### src/rtl/universal_counter.sv
// Modulo-M up/down counter with parallel load, synchronous clear and a
// one-shot mode that halts at the terminal count instead of wrapping.
module universal_counter #(
  parameter int unsigned N = 8,
  parameter int unsigned M = 256
) (
  input  logic         clk,
  input  logic         rst,
  input  logic         en,
  input  logic         clr,
  input  logic         load,
  input  logic [N-1:0] d,
  input  logic         up,
  input  logic         oneshot,
  output logic [N-1:0] q,
  output logic         max_tick,
  output logic         min_tick,
  output logic         wrap,
  output logic         done
);

  if ((M < 2) || (longint'(M) > (longint'(1) << N))) begin : g_bad_modulus
    $error("universal_counter: M must lie in 2 .. 2**N");
  end

  localparam logic [0:0] StRun  = 1'b0;
  localparam logic [0:0] StHalt = 1'b1;

  localparam logic [N-1:0] MaxVal = N'(M - 1);
  localparam logic [N-1:0] One    = N'(1);
  localparam logic [N:0]   ModVal = (N + 1)'(M);

  logic [N-1:0] count_q, count_d;
  logic [0:0]   state_q, state_d;
  logic         wrap_q, wrap_d;
  logic         load_over;

  // Load values outside the modulus saturate to the terminal count.
  assign load_over = ({1'b0, d} >= ModVal);

  always_comb begin
    count_d = count_q;
    state_d = state_q;
    wrap_d  = 1'b0;
    if (clr) begin
      count_d = '0;
      state_d = StRun;
    end else if (load) begin
      count_d = load_over ? MaxVal : d;
      state_d = StRun;
    end else if ((state_q == StRun) && en) begin
      if (up) begin
        if (count_q == MaxVal) begin
          if (oneshot) begin
            state_d = StHalt;
          end else begin
            count_d = '0;
            wrap_d  = 1'b1;
          end
        end else begin
          count_d = count_q + One;
        end
      end else begin
        if (count_q == '0) begin
          if (oneshot) begin
            state_d = StHalt;
          end else begin
            count_d = MaxVal;
            wrap_d  = 1'b1;
          end
        end else begin
          count_d = count_q - One;
        end
      end
    end
  end

  always_ff @(posedge clk or posedge rst) begin
    if (rst) begin
      count_q <= '0;
      state_q <= StRun;
      wrap_q  <= 1'b0;
    end else begin
      count_q <= count_d;
      state_q <= state_d;
      wrap_q  <= wrap_d;
    end
  end

  assign q        = count_q;
  assign max_tick = (count_q == MaxVal);
  assign min_tick = (count_q == '0);
  assign wrap     = wrap_q;
  assign done     = (state_q == StHalt);

endmodule

### config.mk
export PLATFORM = sky130hd
export DESIGN_NAME = universal_counter
export DESIGN_NICKNAME = d
export VERILOG_FILES = /design/src/rtl/universal_counter.sv
export SDC_FILE = /design/constraint.sdc
export NUM_CORES = 1
export LEC_CHECK = 0
export CAP_MARGIN = 10
export CORE_MARGIN = 8
export CORE_UTILIZATION = 45
export DETAILED_ROUTE_END_ITERATION = 10
export DONT_BUFFER_PORTS = 1
export HOLD_SLACK_MARGIN = 0.08
export PLACE_DENSITY_LB_ADDON = 0.08
export SYNTH_ARGS = -nofsm -noshare
export SYNTH_HDL_FRONTEND = slang
export SYNTH_SLANG_ARGS = --single-unit
### constraint.sdc
create_clock -name clk -period 6.18 [get_ports clk]
set_input_delay 1.236 -clock clk [delete_from_list [all_inputs] [get_ports clk]]
set_output_delay 1.236 -clock clk [all_outputs]
set_load 0.01 [all_outputs]
# Word-level counts from Yosys, hierarchy flattened
# Index checks and enable logic that the tools add are counted.
[totals]
regBits = 10
[op_classes]
eq_ne = 4
bitwise = 1
n_reduce_logical = 6
n_addsub = 2
muxes = 22
[ops]
columns = ["operator", "n"]
rows = [
  ["$mux 8", 8],
  ["$mux 1", 14],
  ["$ne 5x5->1 const B", 2],
  ["$add 8x1->8 const B", 1],
  ["$eq 8x8->1 const B", 1],
  ["$logic_not 8->1", 1],
  ["$sub 8x1->8 const B", 1],
  ["$reduce_and 3->1", 2],
  ["$ne 4x3->1 const B", 1],
  ["$reduce_bool 4->1", 1],
  ["$reduce_bool 3->1", 1],
  ["$logic_and 1x1->1", 1],
  ["$not 1->1", 1],
]

# Logic depth before layout (Yosys ltp)
# Gate-level depths: netlist of the first run.
[depth]
depth_word = 6
ltp_mapped = 7

# Worst setup path after synthesis of the first run
# OpenSTA, ideal clock, no wires.
[synth_path]
path_kind = "register to output"
startpoint = "register count_q[0] (netlist: q[0])"
endpoint = "output min_tick"
stages_incl_launch_ff = 5
arrival_ns = 1.531
path_buffers = 0
slack_ns = 3.413
path_cell_list = "dfrtp_1 inv_1 ha_1 or4b_4 and2b_1"
[synth_between]
elab_chain_cells = 1
[synth_rtl]
columns = ["element", "line_no", "source"]
rows = [
  ["start, declared", "33", "logic [N-1:0] count_q, count_d;"],
  ["start signal, assigned", "84", "count_q <= count_d;"],
  ["$logic_not 8->1", "92", "assign min_tick = (count_q == '0);"],
  ["end, declared", "17", "output logic min_tick,"],
]
# Every way passes these cells.

# Worst setup path in the final report of the first run
# Same ends and word-level chain as after synthesis.

==> summary.md, run 1 <==
| Metric | Value |
|---|---|
| Hold Path Origin | `done` |
| Fillers | `223` |
| TritonCTS Buffers | `3` |
| Hold WC Path Type | `flip-flop to flip-flop` |
| Hpwl dp | `2150 um` |
| Die Height | `63.0 um` |
| IO Count | `27` |
| Startpoint types | `flip-flop` |
| Post-synth EDFFs | `0` |
| CP Capture Type | `output port` |
| Count leader, synth | `nor2_1` |
| Setup-failing EPs final | `0` |
| Clock tree sinks | `10` |
| Worst slew pin tran | `0.534 ns` |
| Hold Violations, Final | `0` |
| First DRT Iteration DRCs | `67` |
| Finished Core Util | `46.3%` |
| H-tree depth | `1` |
| Reg2reg setup slack | `3.89 ns` |
| Cell Area, Placed | `972 um^2` |
| Main synth FF type | `dfrtp_1` |
| Via count | `1013` |
| DRT Pass-1 Iters | `4` |
| Tcrit/Tclk final | `51.1%` |
| Total setup buffers inserted after CTS | `0` |
| Cells after synthesis | `129` |
| Worst path required time | `4.94 ns` |
| CP Data Arrival Time | `1.92 ns` |
| Setup Total Neg Slack | `0 ns` |
| Share of Yosys cell area claimed by the top area cell type | `25.1%` |
| Non-Filler Instances | `150` |
| Hold Path End | `done` |
| Rows | `17` |
| Maxcap violations | `0` |
| Power density cells | `184 nW/um^2` |
| DIE AREA | `3970 um^2` |
| Cell accounting for the most synthesized area | `dfrtp_1` |
| Layout cells sized above 1 | `9.02%` |
| Slew headroom | `64.3%` |
| Design area | `995 um^2` |
| Routed WL | `2920 um` |
| Clk slew on worst S/H paths | `0.06 ns` |
| Clock Latency Late Sink | `0.27 ns` |
| CTS Hold Bufs | `0` |
| Max Slew Vio Count | `0` |
| Initial Util | `46.4%` |
| Grt ovf | `0` |
| Top cells by area, synth | `dfrtp_1, a21oi_1, nor2_1, ha_1, inv_1` |
| Status | `finished clean` |
| Largest net degree at the start of global routing | `20` |
| Final min period | `3.16 ns` |
| Initial antenna violation count | `0` |
| Post-synth top cells | `nor2_1, a21oi_1, dfrtp_1` |
| Hold depth | `2` |
| Worst r2r src | `q[0]` |
| Synth-to-Final Area Change | `-0.126%` |
| Number of global-route vias before repair | `950` |
| Routed len/inst | `19.4 um` |
| Post-route ant nets | `0` |
| Post-DR vias/cell | `6.75` |
| First-pass GRT wire length | `4760 um` |
| Core footprint | `2150 um^2` |
| Mean area per synthesized cell | `7.72 um^2` |
| CP Class | `flip-flop to output port` |
| Post-CTS resize count | `0` |
| Port Buf Inserts | `0` |
| Final Wtd Congestion | `0.848` |
| Crit-path max FO | `8` |
| Antenna diode count | `0` |
| Die W | `63.0 um` |
| All-Layer GR Usage | `14.6%` |
| VDD IR max | `0.112 mV` |
| Leak pwr | `0.381 nW` |
| Post-Route Skew | `0.00105 ns` |
| Yosys cell types | `45` |
| Highest clock rate | `317 MHz` |
| Final WS setup | `3.02 ns` |
| CTS max path bufs | `2` |
| Post-synthesis sequential area ratio | `25.1%` |
| CTS tree | `yes` |
| Reg2Reg Capture Point | `q[5]` |
| CTS Root Buffer Type | `clkbuf_4` |
| Post-route DRC | `0` |
| R2R cell count | `7` |
| Yosys warnings | `0` |
| Net count after synthesis | `147` |
| Placed insts | `147` |
| Fraction of registers with async set/reset | `100%` |
| Fin nets | `142` |
| Yosys reg bits | `10` |
| RSZ-0062 raised after global routing | `false` |
| Synth Cell Area | `996 um^2` |
| Pre-CTS setup slack | `3.30 ns` |
==> critical path: stages, from the launching register on <==
cell	delay (ns)
dfrtp_1	0.48
inv_1	0.16
ha_1	0.20
or4b_4	0.48
and2b_1	0.33
==> state kept, by name, summed over array words and instances, names as in the netlist <==
name and count:
q 8, done 1, wrap 1
==> routing by layer <==
metal	vias to the layer above	GRT usage [%]	share of wire, %
met5	-	0	0
met4	0	4.84	1.1
met3	6	6.81	11
met2	61	23.8	48
met1	474	16.3	39
li1	472	-	-
==> layout make-up <==
class	instances	area, um^2	area share [%]
multi-input combinational	100	653	65.7
tap	28	35.0	3.52
inverter	9	33.8	3.40
sequential	10	250	25.2
clock buffer	3	22.5	2.26
==> cell families after synthesis <==
logic type / count (synthesis) / share of synthesized area [%]
compound gates: 40 / 28.9
mux: 1 / 1.13
flops: 10 / 25.1
xor+xnor: 2 / 1.76
buf+inv: 19 / 9.30
simple gates: 54 / 30.0
fa+ha+maj: 3 / 3.77
==> report_power, final <==
group	internal [W]	leakage (nW)	switching, W	total (W)
clock network	0.0000226	0.0138	0.0000228	0.0000454
registers	0.0000697	0.132	0.0000152	0.0000849
logic	0.0000238	0.236	0.0000292	0.0000530
total	0.000116	0.381	0.0000672	0.000183
==> worst max path at each step <==
stage,start,endpoint,slack [ns]
floorplan,q[0],min_tick,3.41
global placement,q[0],min_tick,3.33
detailed placement,q[0],min_tick,3.30
CTS,q[0],min_tick,3.00
global route,q[0],min_tick,2.91
finish,q[0],min_tick,3.02
==> through the flow <==
| step | total power, W | hold slack [ns] |
|---|---|---|
| finish | 0.000183 | 0.605 |
| global route | 0.000195 | 0.644 |
| CTS | 0.000184 | 0.614 |
| detailed placement | 0.000139 | 0.598 |
| global placement | 0.000139 | 0.594 |
| floorplan | 0.000133 | 0.553 |
==> layout by cell type (no fill, tap or decap), drive strengths merged, types with 2 or more instances in the layout <==
| cell | n |
|---|---|
| a21oi | 11 |
| a311oi | 3 |
| clkbuf | 3 |
| dfrtp | 10 |
| ha | 3 |
| inv | 9 |
| nand2 | 9 |
| nand2b | 2 |
| nand3 | 6 |
| nand4 | 4 |
| nor2 | 13 |
| nor3 | 6 |
| nor3b | 3 |
| nor4 | 5 |
| o21ai | 8 |
| o31a | 2 |
| o31ai | 3 |
| o32ai | 2 |
| or4 | 2 |
Power figures use the tool's default switching activity.
==> run 2: changes to the inputs <==
clock period = 3 ns   (was 6.18 ns; I/O delays follow)
==> run 2 against run 1 <==
  * Worst hold slack got worse by 0.41 ns
  * Global-route usage shrank 0.53 points
  * Clock power rose by 110%
  * Die area stayed put
  * Cell count unchanged
  * Via count decreased by 3.6%
  * Largest power group unchanged
  * Highest routed layer unchanged
==> summary.md, run 2 (synthesis gave the netlist of run 1 again) <==
| Metric | Value |
|---|---|
| Status | `finished clean` |
| Grt ovf | `0` |
| Crit-path max FO | `8` |
| IO Count | `27` |
| CTS Root Buffer Type | `clkbuf_4` |
| CTS max path bufs | `2` |
| Leading cell type in the layout, fill and taps excluded | `nor2_1` |
| Post-route DRC | `0` |
| TritonCTS Buffers | `3` |
| Max FFs per register | `8` |
| Area of the multi-input gates | `653 um^2` |
| Worst r2r src | `q[0]` |
| Hold Violations, Final | `0` |
| Max Slew Vio Count | `0` |
| R2R cell count | `7` |
| Highest clock rate | `392 MHz` |
| Die W | `63.0 um` |
| RSZ-0062 raised after global routing | `false` |
| Final Wtd Congestion | `0.819` |
| Reg2Reg Capture Point | `q[5]` |
| Total setup buffers inserted after CTS | `0` |
| Placed insts | `147` |
| Post-CTS resize count | `0` |
| All-Layer GR Usage | `14.1%` |
| Power density cells | `381 nW/um^2` |
| Core footprint | `2150 um^2` |
| Initial Util | `46.4%` |
| Rows | `17` |
| Clk slew on worst S/H paths | `0.07 ns` |
| Tcrit/Tclk final | `84.9%` |
| Hpwl dp | `2170 um` |
| Layout cells sized above 1 | `9.02%` |
| First DRT Iteration DRCs | `52` |
| Leak pwr | `0.381 nW` |
| Post-DR vias/cell | `6.51` |
| Initial antenna violation count | `0` |
| FF/Latch Area | `250 um^2` |
| Post-route ant nets | `0` |
| Slew headroom | `64.7%` |
| Worst slew pin tran | `0.527 ns` |
| DIE AREA | `3970 um^2` |
| Routed WL | `2870 um` |
| Hold WC Path Type | `input pin to async pin` |
| Final min period | `2.55 ns` |
| Via count | `977` |
| Startpoint types | `flip-flop` |
| CTS tree | `yes` |
| Worst setup startpoint | `q[0]` |
| Die Height | `63.0 um` |
| Clock Latency Late Sink | `0.27 ns` |
| Port Buf Inserts | `0` |
| Non-Filler Instances | `150` |
| DRT Pass-1 Iters | `4` |
| Maxcap violations | `0` |
| Clock tree sinks | `10` |
| First-pass GRT wire length | `4670 um` |
| Routed len/inst | `19.1 um` |
| Post-Route Skew | `0.00121 ns` |
| Fillers | `231` |
| Reg2reg setup slack | `0.69 ns` |
| Most frequent cells in the layout | `nor2_1, a21oi_1, dfrtp_1` |
| VDD IR max | `0.219 mV` |
| CP Class | `flip-flop to output port` |
| H-tree depth | `1` |
| Number of global-route vias before repair | `920` |
| CTS Hold Bufs | `0` |
| Worst path required time | `2.40 ns` |
| CP Capture Type | `output port` |
| Fin nets | `142` |
| Synth-to-Final Area Change | `-0.126%` |
| CP Data Arrival Time | `1.95 ns` |
| Antenna diode count | `0` |
| Setup Total Neg Slack | `0 ns` |
| Setup-failing EPs final | `0` |
| Crit path to | `min_tick` |
| Largest net degree at the start of global routing | `20` |
-- run 2: cell counts in the layout (fill, tap and decap cells not counted) --
Identical to the previous run, type by type.
-- run 2: final cells by class --
type	instances	area share (%)
well taps	28	3.52
inverters	9	3.40
flip-flops and latches	10	25.2
clock buffers	3	2.26
multi-input cells	100	65.7
-- run 2: worst min path at each step --
stage	from	endpoint	slack, ns
detailed placement	rst	q[4]	0.49
finish	rst	done	0.20
global placement	rst	q[3]	0.49
floorplan	rst	done	0.44
global route	rst	wrap	0.21
CTS	rst	wrap	0.20
-- run 2: routing by layer --
layer | vias to the layer above | share of wire, % | global-route usage [%] | wire [um]
met1 | 471 | 42 | 15.9 | 1220
met5 | - | 0 | 0 | 0
met4 | 0 | 1.2 | 3.42 | 34
met3 | 4 | 6.4 | 6.27 | 184
met2 | 34 | 50 | 23.6 | 1430
li1 | 468 | - | - | -
-- run 2: through the flow --
stage	hold WS, ns	util [%]	power (W)	instance area, um^2	setup WS (ns)
finish	0.200	46.3	0.000379	995	0.452
global placement	0.491	45.3	0.000285	972	0.792
CTS	0.204	46.3	0.000380	995	0.446
detailed placement	0.492	45.3	0.000287	972	0.744
floorplan	0.440	-	0.000273	996	0.869
global route	0.211	46.3	0.000400	995	0.362
-- run 2: worst max-delay path: stages (launching register included) --
cell	delay, ns
dfrtp_1	0.48
inv_1	0.17
ha_1	0.21
or4b_4	0.49
and2b_1	0.33
-- run 2: power breakdown --
group          switching [W]  leakage [nW]  internal (W)
combinational      0.0000607         0.236     0.0000492
sequential         0.0000317         0.132      0.000144
clock              0.0000473        0.0138     0.0000464
